File: src/rtl/ka_mul_pipe.sv
// Pipelined one-level Karatsuba multiplier: unsigned WIDTH x WIDTH -> 2*WIDTH, three registered
// stages with valid/ready flow control, per-stage bubble collapse, a pass-through tag and occupancy.
module ka_mul_pipe #(
  parameter int unsigned WIDTH = 32,
  parameter int unsigned TAG_W = 8
) (
  input  logic               clk,
  input  logic               rst_n,
  input  logic               in_valid,
  output logic               in_ready,
  input  logic [WIDTH-1:0]   a,
  input  logic [WIDTH-1:0]   b,
  input  logic [TAG_W-1:0]   in_tag,
  output logic               out_valid,
  input  logic               out_ready,
  output logic [2*WIDTH-1:0] product,
  output logic [TAG_W-1:0]   out_tag,
  output logic [1:0]         occupancy
);
  localparam int unsigned H  = WIDTH / 2;
  localparam int unsigned PW = 2 * WIDTH;

  logic             r_v1, r_v2, r_v3;
  logic [H-1:0]     r_ah, r_al, r_bh, r_bl;
  logic [H:0]       r_sa, r_sb;
  logic [TAG_W-1:0] r_tag1, r_tag2, r_tag3;
  logic [2*H-1:0]   r_z2, r_z0;
  logic [2*H+1:0]   r_zm;
  logic [PW-1:0]    r_prod;
  logic [1:0]       r_occ;

  logic             w_adv1, w_adv2, w_adv3;
  logic             w_v1_nx, w_v2_nx, w_v3_nx;
  logic [H-1:0]     w_ah, w_al, w_bh, w_bl;
  logic [H:0]       w_sa, w_sb;
  logic [2*H-1:0]   w_z2, w_z0;
  logic [2*H+1:0]   w_zm, w_mid;
  logic [PW-1:0]    w_prod;

  // An empty stage always advances, so a stalled output still lets upstream stages fill.
  always_comb begin
    w_adv3  = ~r_v3 | out_ready;
    w_adv2  = ~r_v2 | w_adv3;
    w_adv1  = ~r_v1 | w_adv2;
    w_v1_nx = w_adv1 ? in_valid : r_v1;
    w_v2_nx = w_adv2 ? r_v1     : r_v2;
    w_v3_nx = w_adv3 ? r_v2     : r_v3;
  end

  always_comb begin
    w_ah = a[WIDTH-1:H];
    w_al = a[H-1:0];
    w_bh = b[WIDTH-1:H];
    w_bl = b[H-1:0];
    w_sa = {1'b0, w_ah} + {1'b0, w_al};
    w_sb = {1'b0, w_bh} + {1'b0, w_bl};
    w_z2 = {{H{1'b0}}, r_ah} * {{H{1'b0}}, r_bh};
    w_z0 = {{H{1'b0}}, r_al} * {{H{1'b0}}, r_bl};
    w_zm = {{(H+1){1'b0}}, r_sa} * {{(H+1){1'b0}}, r_sb};
    // zm - z2 - z0 = aH*bL + aL*bH, never negative, fits in 2H+2 bits.
    w_mid  = r_zm - {2'b00, r_z2} - {2'b00, r_z0};
    w_prod = {r_z2, {WIDTH{1'b0}}} + (PW'(w_mid) << H) + {{WIDTH{1'b0}}, r_z0};
  end

  always_ff @(posedge clk or negedge rst_n) begin
    if (!rst_n) begin
      r_v1   <= 1'b0;
      r_v2   <= 1'b0;
      r_v3   <= 1'b0;
      r_ah   <= '0;
      r_al   <= '0;
      r_bh   <= '0;
      r_bl   <= '0;
      r_sa   <= '0;
      r_sb   <= '0;
      r_tag1 <= '0;
      r_z2   <= '0;
      r_z0   <= '0;
      r_zm   <= '0;
      r_tag2 <= '0;
      r_prod <= '0;
      r_tag3 <= '0;
      r_occ  <= '0;
    end else begin
      r_v1  <= w_v1_nx;
      r_v2  <= w_v2_nx;
      r_v3  <= w_v3_nx;
      r_occ <= 2'(w_v1_nx) + 2'(w_v2_nx) + 2'(w_v3_nx);
      if (w_adv1) begin
        r_ah   <= w_ah;
        r_al   <= w_al;
        r_bh   <= w_bh;
        r_bl   <= w_bl;
        r_sa   <= w_sa;
        r_sb   <= w_sb;
        r_tag1 <= in_tag;
      end
      if (w_adv2) begin
        r_z2   <= w_z2;
        r_z0   <= w_z0;
        r_zm   <= w_zm;
        r_tag2 <= r_tag1;
      end
      if (w_adv3) begin
        r_prod <= w_prod;
        r_tag3 <= r_tag2;
      end
    end
  end

  assign in_ready  = w_adv1;
  assign out_valid = r_v3;
  assign product   = r_prod;
  assign out_tag   = r_tag3;
  assign occupancy = r_occ;
endmodule

File: config.mk
export PLATFORM = sky130hd
export DESIGN_NAME = ka_mul_pipe
export DESIGN_NICKNAME = d
export VERILOG_FILES = /design/src/rtl/ka_mul_pipe.sv
export SDC_FILE = /design/constraint.sdc
export NUM_CORES = 2
export LEC_CHECK = 0
export BUFFER_PORTS_ARGS = -buffer_cell sky130_fd_sc_hd__buf_2
export CORE_MARGIN = 2
export CORE_UTILIZATION = 31
export CTS_BUF_LIST = sky130_fd_sc_hd__clkbuf_4 sky130_fd_sc_hd__clkbuf_8
export CTS_CLUSTER_DIAMETER = 30
export CTS_CLUSTER_SIZE = 20
export DETAILED_ROUTE_END_ITERATION = 10
export GPL_TIMING_DRIVEN = 0
export PLACE_DENSITY_LB_ADDON = 0.1
export SKIP_CTS_REPAIR_TIMING = 1
export SYNTH_ARGS = -nofsm -noshare
export SYNTH_HDL_FRONTEND = slang
export SYNTH_SLANG_ARGS = --single-unit
export TNS_END_PERCENT = 1
File: constraint.sdc
create_clock -name clk -period 7.6 [get_ports clk]
set_input_delay 1.9 -clock clk [delete_from_list [all_inputs] [get_ports clk]]
set_output_delay 1.9 -clock clk [all_outputs]
set_load 0.05 [all_outputs]
### After elaboration in Yosys (flattened, before gate mapping)

Index checks and enable logic that the tools add are counted.

* register bits: 289
* word-level logic and storage cells: 37

* multiplexer cells: 3
* bitwise operators: 6
* multiply operators: 3
* add/sub/neg operators: 8

Operators by type and width (count)
* 34-bit by 32-bit subtractor with 34-bit output: 2
* 64-bit by 32-bit adder with 64-bit output: 1
* 64-bit by 50-bit adder with 64-bit output: 1
* 16-bit by 16-bit multiplier with 32-bit output: 2
* 16-bit by 16-bit adder with 17-bit output: 2
* 17-bit by 17-bit multiplier with 34-bit output: 1
* 1-bit 2-to-1 mux: 3
* 1-bit NOT: 3
* 1-bit bitwise OR: 3
* 1-bit by 1-bit adder with 2-bit output: 1
* 2-bit by 1-bit adder with 2-bit output: 1

### Logic depth before layout (Yosys ltp)

* word-level depth: 7
* depth in mapped cells: 28
* mapped depth without buffers: 27

### Worst setup path before layout

No wires, ideal clock.

* kind: reg-to-reg
* start: register r_bl[7]
* end: register r_z0[26]
* cell stages (with the launch flop): 25
* period minus slack after synthesis: 6209 ps
* buffers on the path: 2
* setup slack: 1391 ps
* library setup time: 137 ps
* arrival: 6072 ps
* cell sequence: dfrtp_1 > clkbuf_1 > clkbuf_1 > nand2_1 > fa_1 > inv_1 > fa_1 > inv_1 > fa_1 > inv_1 > fa_1 > fa_1 > inv_1 > fa_1 > inv_1 > ha_1 > and3_1 > a2111oi_0 > a21boi_0 > o21ai_0 > a21oi_1 > nor2_1 > a31oi_1 > xor2_1 > a21oi_1

* longest elaborated chain between the ends: 1

Ends and longest elaborated chain
* from (decl): RTL line 24 `logic [H-1:0] r_ah, r_al, r_bh, r_bl;`
* from (signal assigned): RTL line 93 `r_bl <= w_bl;`
* 16-bit by 16-bit multiplier with 32-bit output: RTL line 58 `w_z0 = {{H{1'b0}}, r_al} * {{H{1'b0}}, r_bl};`
* to (signal assigned): RTL line 100 `r_z0 <= w_z0;`
* to (decl): RTL line 27 `logic [2*H-1:0] r_z2, r_z0;`

Every way passes these cells.
A chain may end at the register's enable or synchronous reset.

### Worst setup path after layout

* start: register r_sa[14]
* end: register r_zm[29]

* longest elaborated chain between the ends: 1

Ends and longest elaborated chain
* from (decl): RTL line 25 `logic [H:0] r_sa, r_sb;`
* from (signal assigned): RTL line 94 `r_sa <= w_sa;`
* 17-bit by 17-bit multiplier with 34-bit output: RTL line 59 `w_zm = {{(H+1){1'b0}}, r_sa} * {{(H+1){1'b0}}, r_sb};`
* to (signal assigned): RTL line 101 `r_zm <= w_zm;`
* to (decl): RTL line 28 `logic [2*H+1:0] r_zm;`

Every way passes these cells.

==> results by group <==
Synthesis
  • Count leader, synth: nand2_1
  • Synthesized Nets: 5985
  • Post-Synthesis Cells: 4844
  • Synth Register Bits: between 200 and 300
  • Mapped Area: 42400 um^2
  • Yosys warning total: 0
  • Number of synthesized flops with an enable pin: 0
  • Post-synth top area share: between 30 and 40%
  • Ranking of synthesized cells by area: fa_1 31%, dfrtp_1 17%, ha_1 12%, nand2_1 8.2%, inv_1 7.2%
  • Post-synthesis average cell area: about 9 um^2
  • Commonest register cell after synthesis: dfrtp_1
  • Seq/Total Area, Yosys: between 10% and 20%
  • Cell variety after synth: 80
  • Async S/R FF share, synth: 100%
  • Most instantiated cells after synthesis: 925 x nand2_1, 812 x inv_1, 648 x fa_1, 417 x ha_1, 388 x and2_1
  • Synth area leader: fa_1

Setup path
  • Delay-heaviest family, CP: adder cells
  • CP max-delay cell: buf_1
  • Setup CP Type: reg -> reg
  • Startpoint Class: register
  • CP Buf/Inv Count: 4
  • CP max FO: 10
  • CP Data Arrival Time: between 8000 and 9000 ps
  • Crit. End Element: register
  • CP cell instances: buf_1 -> nand2_1 -> fa_1 -> fa_1 -> fa_1 -> inv_1 -> fa_1 -> fa_1 -> inv_1 -> fa_1 -> inv_1 -> ha_1 -> nand2_1 -> a21oi_1 -> a211oi_1 -> a31oi_1 -> nor4b_2 -> or3_1 -> a21oi_1 -> o21ai_0 -> xnor2_1 -> o21ai_0
  • Most used cell, CP: fa_1
  • Critical path's largest stage delay: 610 ps
  • Worst EP required: approximately 8000 ps

Clock network
  • CTS Root Cell: clkbuf_8
  • CTS max path bufs: 3
  • Clk slew on worst S/H paths: ~60 ps
  • Sink Count: around 290
  • Total CTS buffers: 88
  • Clock Latency Late Sink: 780 ps
  • TritonCTS clock tree: yes
  • CTS H-Tree Depth: 3

Floorplan
  • Chip Height: 374 um
  • Die footprint: 140000 um^2
  • Core area: about 140000 um^2
  • Num ports: 152
  • Num rows: ~140
  • Initial core utilization: a little under a third
  • Die Wd: 374 um

Placement
  • Port bufs: between 150 and 200
  • Placer's final routability congestion estimate: a little under 0.9
  • DP HPWL: around 130 mm
  • Place WS: -855 ps

Finish
  • Area delta synth->final: 12.6%
  • Final Net Count: 6216
  • Share of layout cells above drive strength 1: between 8 and 9%
  • Filler instances: 14400
  • Post-layout util: between 30% and 40%

Route
  • Vias per cell: ~4.8
  • 1st-pass router iterations: 5
  • ANT nets after route: 0
  • WL final: ~150 mm
  • DR WL/cell: roughly 22 um
  • DR iter-0 viols: between 2000 and 2500
  • Via count: roughly 33000
  • Remaining DRCs: 0

STA
  • Hold WS: approximately 460 ps
  • Fin. Hold Viols: 0
  • Final setup fails: 0
  • Final cycle utilization of the critical path: between 90% and 100%
  • Fmax: 135 MHz
  • Fin. max-slew vios: 0
  • Relative slew slack: ~14%
  • RSZ-0062 raised after global routing: yes
  • Final TNS setup: 0 ps
  • Worst-margin pin slew: between 1000 and 1500 ps
  • Clk_skew: 45.7 ps
  • Final worst path period need: 7400 ps
  • Slack of the critical path: about 200 ps

GRT
  • Vias in the first global route: 34800
  • Largest net degree at the start of global routing: about 100
  • First-pass GRT wire length: around 230 mm
  • Tot GR Track Use: between 20 and 25%
  • Grt ovf: 0
  • Antenna violations before repair: 11
  • M1 GR Usage: between 30% and 40%
  • Met3 Use GR: under 10%
  • GRT Max-Usage Layer: met2
  • Met2 Track Usage GR: 34.0%

Run
  • Max-cap viol count: 0

Min path
  • HP Class: reg -> reg

Run status
  • Outcome: finished clean
## final timing paths
check                                             start                       to  slack [ps]  cells past startpoint
worst max-delay path               r_sa[14]$_DFFE_PN0N_     r_zm[29]$_DFFE_PN0N_         200                     22
worst min-delay path            product[16]$_DFFE_PN0N_  product[16]$_DFFE_PN0N_         460                      2
worst max register to register     r_sa[14]$_DFFE_PN0N_     r_zm[29]$_DFFE_PN0N_         200                     22
worst min register to register  product[16]$_DFFE_PN0N_  product[16]$_DFFE_PN0N_         460                      2
max in group asynchronous                         rst_n      r_ah[6]$_DFFE_PN0N_        4930                      3
min in group asynchronous                         rst_n   out_tag[4]$_DFFE_PN0N_        1160                      1
## final cells by class
| class | count | area, um^2 | share of cell area, % |
|---|---|---|---|
| diodes | 3 | 7.51 | 0.0157 |
| repair buffers | 153 | 821 | 1.72 |
| clock inverters | 49 | 718 | 1.50 |
| multi-input cells | 3548 | 31400 | 65.7 |
| plain buffers | 183 | 833 | 1.74 |
| inverters | 812 | 3050 | 6.38 |
| well taps | 1781 | 2230 | 4.66 |
| clock buffers | 114 | 1480 | 3.10 |
| flip-flops and latches | 289 | 7240 | 15.2 |
## per-layer routing
layer,part of all wire [%],vias up
met1,49,16400
li1,-,15600
met5,0.026,-
met4,1.8,6
met3,5.8,146
met2,43,826
## cells by family after synthesis
family,share of synthesized area (%)
xor+xnor,3.59
mux,0.0737
simple gates,17.8
buf+inv,9.08
fa+ha+maj,42.9
compound gates,9.56
flops,17.0
## sequential cells by signal (all words and copies together), names as in the netlist
| signal | count |
|---|---|
| r_tag2 | 8 |
| r_tag1 | 8 |
| r_z2 | 32 |
| out_tag | 8 |
| r_v2 | 1 |
| out_valid | 1 |
| r_z0 | 32 |
| r_sb | 17 |
| r_al | 16 |
| r_bh | 16 |
| r_ah | 16 |
| r_bl | 16 |
| occupancy | 2 |
| product | 64 |
| r_zm | 34 |
| r_v1 | 1 |
| r_sa | 17 |
## tightest hold or removal path, cell delays in order, from the launching register on
cell and delay (ps):
dfrtp_1 330, nand2_1 50, nand2_1 50
## per-stage QoR
step | cells | area [um^2]
2_1_floorplan | 4844 | 42400
3_3_place_gp | 6776 | 45400
3_5_place_dp | 6778 | 45500
4_1_cts | 6941 | 47700
5_1_grt | 6929 | 47800
6_report | 6932 | 47800
## placed cells by master, fill, tap and decap left out, types with 9 or more instances in the layout
master | synthesis | layout
inv_1 | 812 | 812
clkbuf_4 | 0 | 15
nand4_1 | 19 | 19
clkbuf_2 | 0 | 56
nor2b_1 | 27 | 27
ha_1 | 417 | 417
o21bai_1 | 30 | 30
nand2b_1 | 28 | 28
and3_1 | 9 | 9
nand3_1 | 33 | 33
nor3_1 | 29 | 29
dfrtp_1 | 289 | 284
and2_1 | 388 | 388
buf_2 | 3 | 154
xor2_1 | 72 | 70
fa_1 | 648 | 648
o21a_1 | 24 | 24
clkbuf_1 | 181 | 110
o211ai_1 | 14 | 14
or3_1 | 9 | 9
a211oi_1 | 25 | 25
a21oi_1 | 203 | 203
xnor2_1 | 102 | 101
a21o_1 | 81 | 81
o21ai_0 | 181 | 181
bufinv_16 | 0 | 15
clkbuf_8 | 2 | 102
nor2_1 | 164 | 164
nand2_1 | 925 | 925
a31oi_1 | 16 | 16
clkinv_2 | 0 | 18
o31ai_1 | 13 | 13
Power is left out: the tool's default activity adds up to more than one toggle a clock period on the data nets, which glitch-free logic cannot reach.
